**src/rtl/mips_pkg.sv**
```systemverilog
// Shared definitions for the multicycle MIPS controller monitor: opcode and
// funct encodings, ALU control codes, expected-FSM state, retire class and
// error code enums, plus packed views of the observed controller signals.
package mips_pkg;

    // Opcodes
    localparam logic [5:0] OP_RTYPE = 6'b000000;
    localparam logic [5:0] OP_LW    = 6'b100011;
    localparam logic [5:0] OP_SW    = 6'b101011;
    localparam logic [5:0] OP_BEQ   = 6'b000100;
    localparam logic [5:0] OP_ADDI  = 6'b001000;
    localparam logic [5:0] OP_J     = 6'b000010;

    // R-type funct fields
    localparam logic [5:0] FUNCT_ADD = 6'b100000;
    localparam logic [5:0] FUNCT_SUB = 6'b100010;
    localparam logic [5:0] FUNCT_AND = 6'b100100;
    localparam logic [5:0] FUNCT_OR  = 6'b100101;
    localparam logic [5:0] FUNCT_SLT = 6'b101010;

    // ALU control codes
    localparam logic [3:0] ALU_AND = 4'b0000;
    localparam logic [3:0] ALU_OR  = 4'b0001;
    localparam logic [3:0] ALU_ADD = 4'b0010;
    localparam logic [3:0] ALU_SUB = 4'b0110;
    localparam logic [3:0] ALU_SLT = 4'b0111;

    typedef enum logic [3:0] {
        StFetch   = 4'd0,
        StDecode  = 4'd1,
        StMemAdr  = 4'd2,
        StMemRd   = 4'd3,
        StMemWb   = 4'd4,
        StMemWr   = 4'd5,
        StExecute = 4'd6,
        StAluWb   = 4'd7,
        StBranch  = 4'd8,
        StAddiEx  = 4'd9,
        StAddiWb  = 4'd10,
        StJump    = 4'd11
    } state_e;

    // ClsNone doubles as the idle/reset value of retire_cls
    typedef enum logic [2:0] {
        ClsNone  = 3'd0,
        ClsLw    = 3'd1,
        ClsSw    = 3'd2,
        ClsRtype = 3'd3,
        ClsBeq   = 3'd4,
        ClsAddi  = 3'd5,
        ClsJ     = 3'd6
    } cls_e;

    typedef enum logic [2:0] {
        ErrNone   = 3'd0,
        ErrBadop  = 3'd1,
        ErrStrobe = 3'd2,
        ErrAlu    = 3'd3,
        ErrMux    = 3'd4
    } err_e;

    typedef struct packed {
        logic pcen;
        logic memwrite;
        logic irwrite;
        logic regwrite;
    } strobe_t;

    typedef struct packed {
        logic       iord;
        logic       alusrca;
        logic       memtoreg;
        logic       regdst;
        logic [1:0] alusrcb;
        logic [1:0] pcsrc;
    } mux_t;

    // Each instruction class ends in exactly one state, so the class of a
    // retiring instruction follows from the state alone.
    function automatic cls_e retire_class(input state_e s);
        case (s)
            StMemWb:  retire_class = ClsLw;
            StMemWr:  retire_class = ClsSw;
            StAluWb:  retire_class = ClsRtype;
            StBranch: retire_class = ClsBeq;
            StAddiWb: retire_class = ClsAddi;
            StJump:   retire_class = ClsJ;
            default:  retire_class = ClsNone;
        endcase
    endfunction

endpackage

```
**src/rtl/mips_ctrl_expect.sv**
```systemverilog
// Combinational expectation table for the controller monitor.
// Ports:
//   state      in   expected FSM state
//   funct      in   instruction funct field (used in EXECUTE)
//   zero       in   ALU zero flag (sets expected pcen in BRANCH)
//   exp_strobe out  expected pcen/memwrite/irwrite/regwrite (always checked)
//   exp_mux    out  expected mux selects
//   mux_mask   out  which mux select bits are checked in this state
//   exp_alu    out  expected alucontrol
//   alu_check  out  alucontrol is checked in this state
//   funct_bad  out  unknown funct in EXECUTE
module mips_ctrl_expect
    import mips_pkg::*;
(
    input  state_e     state,
    input  logic [5:0] funct,
    input  logic       zero,
    output strobe_t    exp_strobe,
    output mux_t       exp_mux,
    output mux_t       mux_mask,
    output logic [3:0] exp_alu,
    output logic       alu_check,
    output logic       funct_bad
);

    always_comb begin
        exp_strobe = '0;
        exp_mux    = '0;
        mux_mask   = '0;
        exp_alu    = ALU_ADD;
        alu_check  = 1'b0;
        funct_bad  = 1'b0;

        case (state)
            StFetch: begin
                exp_strobe.pcen    = 1'b1;
                exp_strobe.irwrite = 1'b1;
                exp_mux.alusrcb    = 2'b01;
                mux_mask.iord      = 1'b1;
                mux_mask.alusrca   = 1'b1;
                mux_mask.alusrcb   = 2'b11;
                mux_mask.pcsrc     = 2'b11;
                alu_check          = 1'b1;
            end
            StDecode: begin
                exp_mux.alusrcb  = 2'b11;
                mux_mask.alusrcb = 2'b11;
                alu_check        = 1'b1;
            end
            StMemAdr, StAddiEx: begin
                exp_mux.alusrca  = 1'b1;
                exp_mux.alusrcb  = 2'b10;
                mux_mask.alusrca = 1'b1;
                mux_mask.alusrcb = 2'b11;
                alu_check        = 1'b1;
            end
            StMemRd: begin
                exp_mux.iord  = 1'b1;
                mux_mask.iord = 1'b1;
            end
            StMemWr: begin
                exp_strobe.memwrite = 1'b1;
                exp_mux.iord        = 1'b1;
                mux_mask.iord       = 1'b1;
            end
            StMemWb: begin
                exp_strobe.regwrite = 1'b1;
                exp_mux.memtoreg    = 1'b1;
                mux_mask.regdst     = 1'b1;
                mux_mask.memtoreg   = 1'b1;
            end
            StAluWb: begin
                exp_strobe.regwrite = 1'b1;
                exp_mux.regdst      = 1'b1;
                mux_mask.regdst     = 1'b1;
                mux_mask.memtoreg   = 1'b1;
            end
            StAddiWb: begin
                exp_strobe.regwrite = 1'b1;
                mux_mask.regdst     = 1'b1;
                mux_mask.memtoreg   = 1'b1;
            end
            StExecute: begin
                alu_check = 1'b1;
                case (funct)
                    FUNCT_ADD: exp_alu = ALU_ADD;
                    FUNCT_SUB: exp_alu = ALU_SUB;
                    FUNCT_AND: exp_alu = ALU_AND;
                    FUNCT_OR:  exp_alu = ALU_OR;
                    FUNCT_SLT: exp_alu = ALU_SLT;
                    default:   funct_bad = 1'b1;
                endcase
            end
            StBranch: begin
                exp_strobe.pcen  = zero;
                exp_mux.alusrca  = 1'b1;
                exp_mux.pcsrc    = 2'b01;
                mux_mask.alusrca = 1'b1;
                mux_mask.alusrcb = 2'b11;
                mux_mask.pcsrc   = 2'b11;
                exp_alu          = ALU_SUB;
                alu_check        = 1'b1;
            end
            StJump: begin
                exp_strobe.pcen = 1'b1;
                exp_mux.pcsrc   = 2'b10;
                mux_mask.pcsrc  = 2'b11;
            end
            default: ;
        endcase
    end

endmodule

```
**src/rtl/mips_ctrl_monitor.sv**
```systemverilog
// Passive checker for a multicycle MIPS controller. Runs its own copy of the
// controller FSM and compares the observed controller outputs against the
// expected values for each state, flagging the highest-priority mismatch.
// Ports:
//   clk, reset            clock, synchronous active-low reset
//   op, funct, zero       instruction fields and ALU zero flag
//   pcen .. regdst        observed single-bit controller outputs
//   alusrcb, pcsrc        observed 2-bit mux selects
//   alucontrol            observed ALU control
//   retire, retire_cls    pulse and class on the last cycle of an instruction
//   instr_count           saturating retired-instruction count
//   err                   registered one-cycle error pulse
//   err_sticky, err_code, err_state  first error, held until reset
module mips_ctrl_monitor
    import mips_pkg::*;
#(
    parameter int unsigned CNT_W = 16
) (
    input  logic             clk,
    input  logic             reset,
    input  logic [5:0]       op,
    input  logic [5:0]       funct,
    input  logic             zero,
    input  logic             pcen,
    input  logic             memwrite,
    input  logic             irwrite,
    input  logic             regwrite,
    input  logic             alusrca,
    input  logic             iord,
    input  logic             memtoreg,
    input  logic             regdst,
    input  logic [1:0]       alusrcb,
    input  logic [1:0]       pcsrc,
    input  logic [3:0]       alucontrol,
    output logic             retire,
    output logic [2:0]       retire_cls,
    output logic [CNT_W-1:0] instr_count,
    output logic             err,
    output logic             err_sticky,
    output logic [2:0]       err_code,
    output logic [3:0]       err_state
);

    localparam logic [CNT_W-1:0] CntOne = 1;

    state_e           state_q, state_d;
    logic [CNT_W-1:0] count_q;
    logic             err_q, sticky_q;
    err_e             code_q, code_now;
    state_e           estate_q;

    strobe_t    obs_strobe, exp_strobe;
    mux_t       obs_mux, exp_mux, mux_mask;
    logic [3:0] exp_alu;
    logic       alu_check, funct_bad;
    logic       bad_op, strobe_bad, mux_bad, alu_bad;
    logic       retire_now;
    cls_e       cls_now;

    assign obs_strobe = {pcen, memwrite, irwrite, regwrite};
    assign obs_mux    = {iord, alusrca, memtoreg, regdst, alusrcb, pcsrc};

    mips_ctrl_expect u_expect (
        .state      (state_q),
        .funct      (funct),
        .zero       (zero),
        .exp_strobe (exp_strobe),
        .exp_mux    (exp_mux),
        .mux_mask   (mux_mask),
        .exp_alu    (exp_alu),
        .alu_check  (alu_check),
        .funct_bad  (funct_bad)
    );

    // Expected-sequence next state; op is only looked at in DECODE and MEMADR
    always_comb begin
        state_d = StFetch;
        bad_op  = 1'b0;
        case (state_q)
            StFetch: state_d = StDecode;
            StDecode: begin
                case (op)
                    OP_LW, OP_SW: state_d = StMemAdr;
                    OP_RTYPE:     state_d = StExecute;
                    OP_BEQ:       state_d = StBranch;
                    OP_ADDI:      state_d = StAddiEx;
                    OP_J:         state_d = StJump;
                    default:      bad_op  = 1'b1;
                endcase
            end
            StMemAdr:  state_d = (op == OP_LW) ? StMemRd : StMemWr;
            StMemRd:   state_d = StMemWb;
            StExecute: state_d = StAluWb;
            StAddiEx:  state_d = StAddiWb;
            default:   state_d = StFetch;
        endcase
    end

    // Case-inequality so that X/Z on a checked bit counts as a mismatch;
    // masked-off bits are forced to 0 on both sides and never compare.
    always_comb begin
        strobe_bad = (obs_strobe !== exp_strobe);
        mux_bad    = ((obs_mux & mux_mask) !== (exp_mux & mux_mask));
        alu_bad    = alu_check && (funct_bad || (alucontrol !== exp_alu));

        code_now = ErrNone;
        if (bad_op) begin
            code_now = ErrBadop;
        end else if (strobe_bad) begin
            code_now = ErrStrobe;
        end else if (alu_bad) begin
            code_now = ErrAlu;
        end else if (mux_bad) begin
            code_now = ErrMux;
        end
    end

    assign cls_now    = retire_class(state_q);
    assign retire_now = (cls_now != ClsNone);

    // Gated by reset so a state left over from before reset never retires
    assign retire     = reset & retire_now;
    assign retire_cls = reset ? cls_now : ClsNone;

    always_ff @(posedge clk) begin
        if (!reset) begin
            state_q  <= StFetch;
            count_q  <= '0;
            err_q    <= 1'b0;
            sticky_q <= 1'b0;
            code_q   <= ErrNone;
            estate_q <= StFetch;
        end else begin
            state_q <= state_d;
            if (retire_now && (count_q != '1)) begin
                count_q <= count_q + CntOne;
            end
            err_q <= (code_now != ErrNone);
            if (!sticky_q && (code_now != ErrNone)) begin
                sticky_q <= 1'b1;
                code_q   <= code_now;
                estate_q <= state_q;
            end
        end
    end

    assign instr_count = count_q;
    assign err         = err_q;
    assign err_sticky  = sticky_q;
    assign err_code    = code_q;
    assign err_state   = estate_q;

endmodule

```
**config.mk**
```make
export PLATFORM = sky130hd
export DESIGN_NAME = mips_ctrl_monitor
export DESIGN_NICKNAME = d
export VERILOG_FILES = /design/src/rtl/mips_pkg.sv /design/src/rtl/mips_ctrl_expect.sv /design/src/rtl/mips_ctrl_monitor.sv
export SDC_FILE = /design/constraint.sdc
export NUM_CORES = 1
export LEC_CHECK = 0
export BUFFER_PORTS_ARGS = -buffer_cell sky130_fd_sc_hd__buf_2
export CAP_MARGIN = 20
export CELL_PAD_IN_SITES_DETAIL_PLACEMENT = 1
export CELL_PAD_IN_SITES_GLOBAL_PLACEMENT = 1
export CORE_AREA = 2 2 82 84
export DETAILED_ROUTE_END_ITERATION = 8
export DIE_AREA = 0 0 84 86
export GPL_ROUTABILITY_DRIVEN = 0
export PLACE_DENSITY_LB_ADDON = 0.1
export SLEW_MARGIN = 25
export SYNTH_ARGS = -nofsm -noshare
export SYNTH_HDL_FRONTEND = slang
export SYNTH_HIERARCHICAL = 1
export SYNTH_SLANG_ARGS = --single-unit
```
**constraint.sdc**
```tcl
create_clock -name clk -period 2.95 [get_ports clk]
set_input_delay 0.59 -clock clk [delete_from_list [all_inputs] [get_ports clk]]
set_output_delay 0.59 -clock clk [all_outputs]
set_load 0.005 [all_outputs]
```
==> metrics.cfg, run 1 <==
[clocking]
cts.sinks = 29
cts_hold_buf = 0
cts_tree = built
clock_latency_ns = 0.28
cts_made_buffers = 5
root_buffer = clkbuf_8
clk_pin_slew_ns = 0.06
cts_buffer_depth = 2
ctsResizeCount = 0
cts_max_level = 2
post-cts-setup-buffer-count = 0

[yosys]
synth_async_sr_flop_share = 0
synth_xor_xnor_area_share = 0.07134
synth.most_common_cell = dfxtp_1
synth_cell_types = 63
synth_ff_type = dfxtp_1
avgSynthCellArea_sq_um = 8.121
synth_top_cell_by_area = dfxtp_1
synthAdderAreaFrac = 0.005995
syn-num-nets = 289
ys_seq_area_frac = 0.2782
synthTopCellsByCount = dfxtp_1, a21oi_1, nand2_1
synthCells = 257
synth_edf_count = 0
synthesis.area_sq_um = 2087
yosys_warnings = 6
yosys.area_share.simple = 0.3082
synth_compound_area_frac = 0.2410
yosysTopAreaCellShare = 0.2782
ys_ff_latch = 29
ys_top_cells_by_area = dfxtp_1, xor2_1, a21oi_1
muxShareOfSynthArea = 0.02878
synth_top_family_by_area = simple AND/OR/NAND/NOR gates

[power]
p_leak_nw = 1.097
vdd.ir_drop.worst_mv = 0.2242
power.density_nw_per_um2 = 355.2

[drt]
totalWireLength_um = 5730
vias_per_cell = 5.375
antenna_left = 0
wl_per_cell_um = 14.62
drc = 0
drt-pass1-iter-count = 5
drt-initial-drc-count = 62
vias = 2107

[floorplan]
rows = 29
initial_utilization = 0.3325
die_h_um = 86
ios = 60
die-area_sq_um = 7224
fp.dieW_um = 84
fp.coreArea_sq_um = 6277

[sta]
maxSlewHeadroom = 0.5945
fin_setup_tns_ns = 0
min_period_ns = 2.707
clock_skew_ns = 0.004247
tightest_slew_ns = 0.6073
rsz0062_at_grt = no
hold_viol = 0
drv_slew = 0
finalCritPeriodShare = 0.9175
whs_ns = 0.4525
setup_viol = 0
fmax_mhz = 369.4

[setup_path]
worst_setup_path_start_kind = flip-flop
crit_fanout = 5
cp.required_ns = 3.12
critPathArrivalTime_ns = 2.87
path_class = flip-flop to flip-flop
worst_setup_path_end_kind = flip-flop

[layout]
register_area_sq_um = 580.6
antenna_cells = 0
multiInputGateArea_sq_um = 1378
drive_gt1_frac = 0.2730
nNetsFinal = 346
area_growth_pct = 21.94
fin_cells = 392
fillers = 789

[job]
drv_cap = 0

[status]
status = finished, final reports clean

[place]
numPortBuffers = 59
dp.cells = 384
dp_hpwl_um = 4302

[min_path]
hold_path.class = flip-flop to flip-flop

[global_route]
grt_first_pass_wirelength_um = 9570
overflow = 0
first_global_vias = 2023
grt_max_degree = 27
antenna_found_initial = 0
grt_usage = 0.1615

[path summary, 6_finish.rpt]
path / startpoint / to / slack [ns] / cells past startpoint
setup / recovery: state_q[3] / err_state[0] / 0.24 / 9
hold / removal: err_state[0] / err_state[0] / 0.45 / 2
setup reg to reg: state_q[3] / err_state[0] / 0.24 / 9
hold reg to reg: err_state[0] / err_state[0] / 0.45 / 2
[state kept, by name, summed over array words and instances (netlist names)]
name         flops
instr_count     16
err_state        4
state_q          4
err_code         3
err              1
err_sticky       1
[per-stage QoR]
| stage | total power [mW] | worst slack [ns] | cell area (sq um) | utilization |
|---|---|---|---|---|
| after global placement | 0.5484 | 0.1418 | 2437 | 0.3883 |
| after global routing | 0.9525 | 0.06461 | 2545 | 0.4054 |
| final | 0.9041 | 0.2433 | 2545 | 0.4054 |
| after CTS | 0.9206 | 0.2361 | 2539 | 0.4044 |
| after detailed placement | 0.5502 | 0.09417 | 2437 | 0.3883 |
| after floorplan | 0.4969 | 0.2007 | 2087 | - |
[logic make-up (layout without fill, tap and decap cells)]
logic type	count (synthesis)	in the layout
AO/OA/AOI/OAI	69	69
XOR/XNOR	17	17
adder cells (fa/ha/maj)	1	1
buffers and inverters	27	85
flip-flops	29	29
multiplexers	6	6
other	1	1
AND/OR/NAND/NOR	107	107
[worst max-delay path, stage by stage, from the launching register on]
cell and delay (ns):
dfxtp_1 0.30, nand4bb_1 0.24, or3b_1 0.43, nand2b_1 0.17
nor2b_1 0.14, a2111o_1 0.37, o41ai_4 0.48, a41oi_4 0.16
buf_4 0.20, mux2i_1 0.11
[layout make-up]
class / count / share of cell area
timing repair buffer: 66 / 0.1367
clock buffer: 7 / 0.03786
inverter: 11 / 0.01622
multi-input combinational: 201 / 0.5413
tap: 77 / 0.03786
clock inverter: 1 / 0.001967
sequential: 29 / 0.2281
[placed cells by master, fill, tap and decap left out, drive strengths merged, types with 3 or more instances in the layout]
cell | netlist | final
and2 | 3 | 3
a21o | 3 | 3
nand4 | 6 | 6
a41oi | 3 | 3
mux2i | 6 | 6
nand2 | 20 | 20
nor2 | 13 | 13
xor2 | 15 | 15
a22oi | 4 | 4
inv | 11 | 11
clkbuf | 6 | 7
nor3 | 8 | 8
and3 | 5 | 5
nor4 | 4 | 4
and4 | 4 | 4
or4 | 4 | 4
o31ai | 4 | 4
dfxtp | 29 | 29
o21ai | 13 | 13
a21oi | 20 | 20
nand2b | 7 | 7
nand3 | 7 | 7
nor2b | 5 | 5
or3 | 8 | 8
buf | 10 | 66
or3b | 3 | 3
[power breakdown]
part           switching (mW)  leakage [nW]  internal [mW]  total (mW)
clock                   0.153        0.0542          0.211       0.363
sequential            0.00496         0.235          0.399       0.404
combinational          0.0772         0.807         0.0596       0.137
total                   0.235          1.10          0.669       0.904
[routing by layer]
layer  part of all wire  global-route usage  up-vias
li1                   -                   -     1067
met1               0.48              0.2105      991
met2               0.46              0.2756       44
met3              0.042             0.02887        5
met4              0.012             0.04399        0
met5                  0                   0        -
Power figures use the tool's default switching activity.
==> run 2, diff against run 1 <==
--- a/config.mk
+++ b/config.mk
@@ -9,9 +9,9 @@
 export CAP_MARGIN = 20
 export CELL_PAD_IN_SITES_DETAIL_PLACEMENT = 1
 export CELL_PAD_IN_SITES_GLOBAL_PLACEMENT = 1
-export CORE_AREA = 2 2 82 84
+export CORE_AREA = 4 4 84 86
 export DETAILED_ROUTE_END_ITERATION = 8
-export DIE_AREA = 0 0 84 86
+export DIE_AREA = 0 0 88 90
 export GPL_ROUTABILITY_DRIVEN = 0
 export PLACE_DENSITY_LB_ADDON = 0.1
 export SLEW_MARGIN = 25
==> metrics.cfg, run 2 (synthesized netlist as in run 1, its figures left out) <==
[status]
status = finished, final reports clean

[drt]
drc = 0
wl_met2_um = 2684
antenna_left = 0
totalWireLength_um = 5821
wl_met3_um = 280
drt-initial-drc-count = 52
drt-met1-wl_um = 2820
wl_per_cell_um = 14.85
drt-pass1-iter-count = 4
vias_per_cell = 5.319
vias = 2085
top_layer_used = met4

[setup_path]
cp.required_ns = 3.11
cp_slowest_cell = o41ai_4
worst_setup_path_start_kind = flip-flop
rr_worst_depth = 9
crit_start = state_q[3]
timing.rr.start = state_q[3]
cp_cell_sequence = nand4bb_1 -> or3b_1 -> nand2b_1 -> nor2b_1 -> a2111o_1 -> o41ai_4 -> a41oi_4 -> buf_4 -> mux2i_1
cpPeakStageDelay_ns = 0.47
worst_setup_path_end_kind = flip-flop
critPathArrivalTime_ns = 2.90
path_class = flip-flop to flip-flop
crit_fanout = 5

[clocking]
cts.sinks = 29
cts_hold_buf = 0
root_buffer = clkbuf_8
cts_tree = built
cts_made_buffers = 5
post-cts-setup-buffer-count = 0
clk_pin_slew_ns = 0.06
ctsResizeCount = 0
clock_latency_ns = 0.27
cts_max_level = 2
cts_buffer_depth = 2

[layout]
drive_gt1_frac = 0.2698
final_cell_mix = buf_2, dfxtp_1, nand2_1, a21oi_1, xor2_1
antenna_cells = 0
nNetsFinal = 346
largest_reg_flops = 16
fin_cells = 392
area_growth_pct = 21.64
final_common_cell = buf_2

[sta]
clock_skew_ns = 0.004836
layout_setup_ws_ns = 0.2104
drv_slew = 0
fmax_mhz = 365.0
rsz0062_at_grt = no
setup_viol = 0
min_period_ns = 2.740
maxSlewHeadroom = 0.3531
hold_viol = 0
tightest_slew_ns = 0.9694
fin_setup_tns_ns = 0
finalCritPeriodShare = 0.9287

[min_path]
min_from = err_state[0]
whs_path_depth = 2
hold_path.class = flip-flop to flip-flop

[power]
vdd.ir_drop.worst_mv = 0.2161
p_leak_nw = 1.097
finalPower_mw = 0.8965
power.density_nw_per_um2 = 353.1

[global_route]
overflow = 0
grt_usage = 0.1459
first_global_vias = 2023
grt_first_pass_wirelength_um = 9542
antenna_found_initial = 0
grt_max_degree = 27

[floorplan]
fp.dieW_um = 88
die-area_sq_um = 7920
rows = 29
fp.coreArea_sq_um = 6277
die_h_um = 90
initial_utilization = 0.3325
ios = 60

[job]
drv_cap = 0

[place]
dp.cells = 384
numPortBuffers = 59
dp_hpwl_um = 4484
place_worst_setup_slack_ns = 0.05036

run 2: worst max-delay path: cells and delay by family (launching register included):
kind,cells,cell delay (ns)
AO/OA/AOI/OAI,3,1.02
AND/OR/NAND/NOR,4,0.97
flip-flops,1,0.31
buffers and inverters,1,0.20
multiplexers,1,0.12
run 2: layout make-up:
class	instances	area [sq um]
repair buffers	66	347.8
flip-flops and latches	29	580.6
fillers	808	3739
well taps	77	96.34
clock inverters	1	5.005
inverters	11	41.29
multi-input cells	201	1371
clock buffers	7	96.34
run 2: report_power, final:
group / switching, mW / internal, mW
Combinational: 0.0769 / 0.0596
Sequential: 0.00477 / 0.399
Clock: 0.146 / 0.211
run 2: layer usage:
metal / GRT usage / up-vias
li1: - / 1056
met2: 0.2425 / 42
met1: 0.1963 / 985
met5: 0 / -
met3: 0.02377 / 2
met4: 0.03069 / 0
run 2: path summary, 6_finish.rpt:
check / endpoint / slack, ns
max: err_state[3] / 0.21
min: err_state[0] / 0.46
max reg2reg: err_state[3] / 0.21
min reg2reg: err_state[0] / 0.46
run 2: per-stage QoR:
| step | hold WS, ns | area, sq um | util |
|---|---|---|---|
| after global placement | 0.4460 | 2437 | 0.3883 |
| after detailed placement | 0.4536 | 2437 | 0.3883 |
| after floorplan | 0.4511 | 2087 | - |
| after global routing | 0.5027 | 2539 | 0.4044 |
| final | 0.4588 | 2539 | 0.4044 |
| after CTS | 0.4624 | 2539 | 0.4044 |
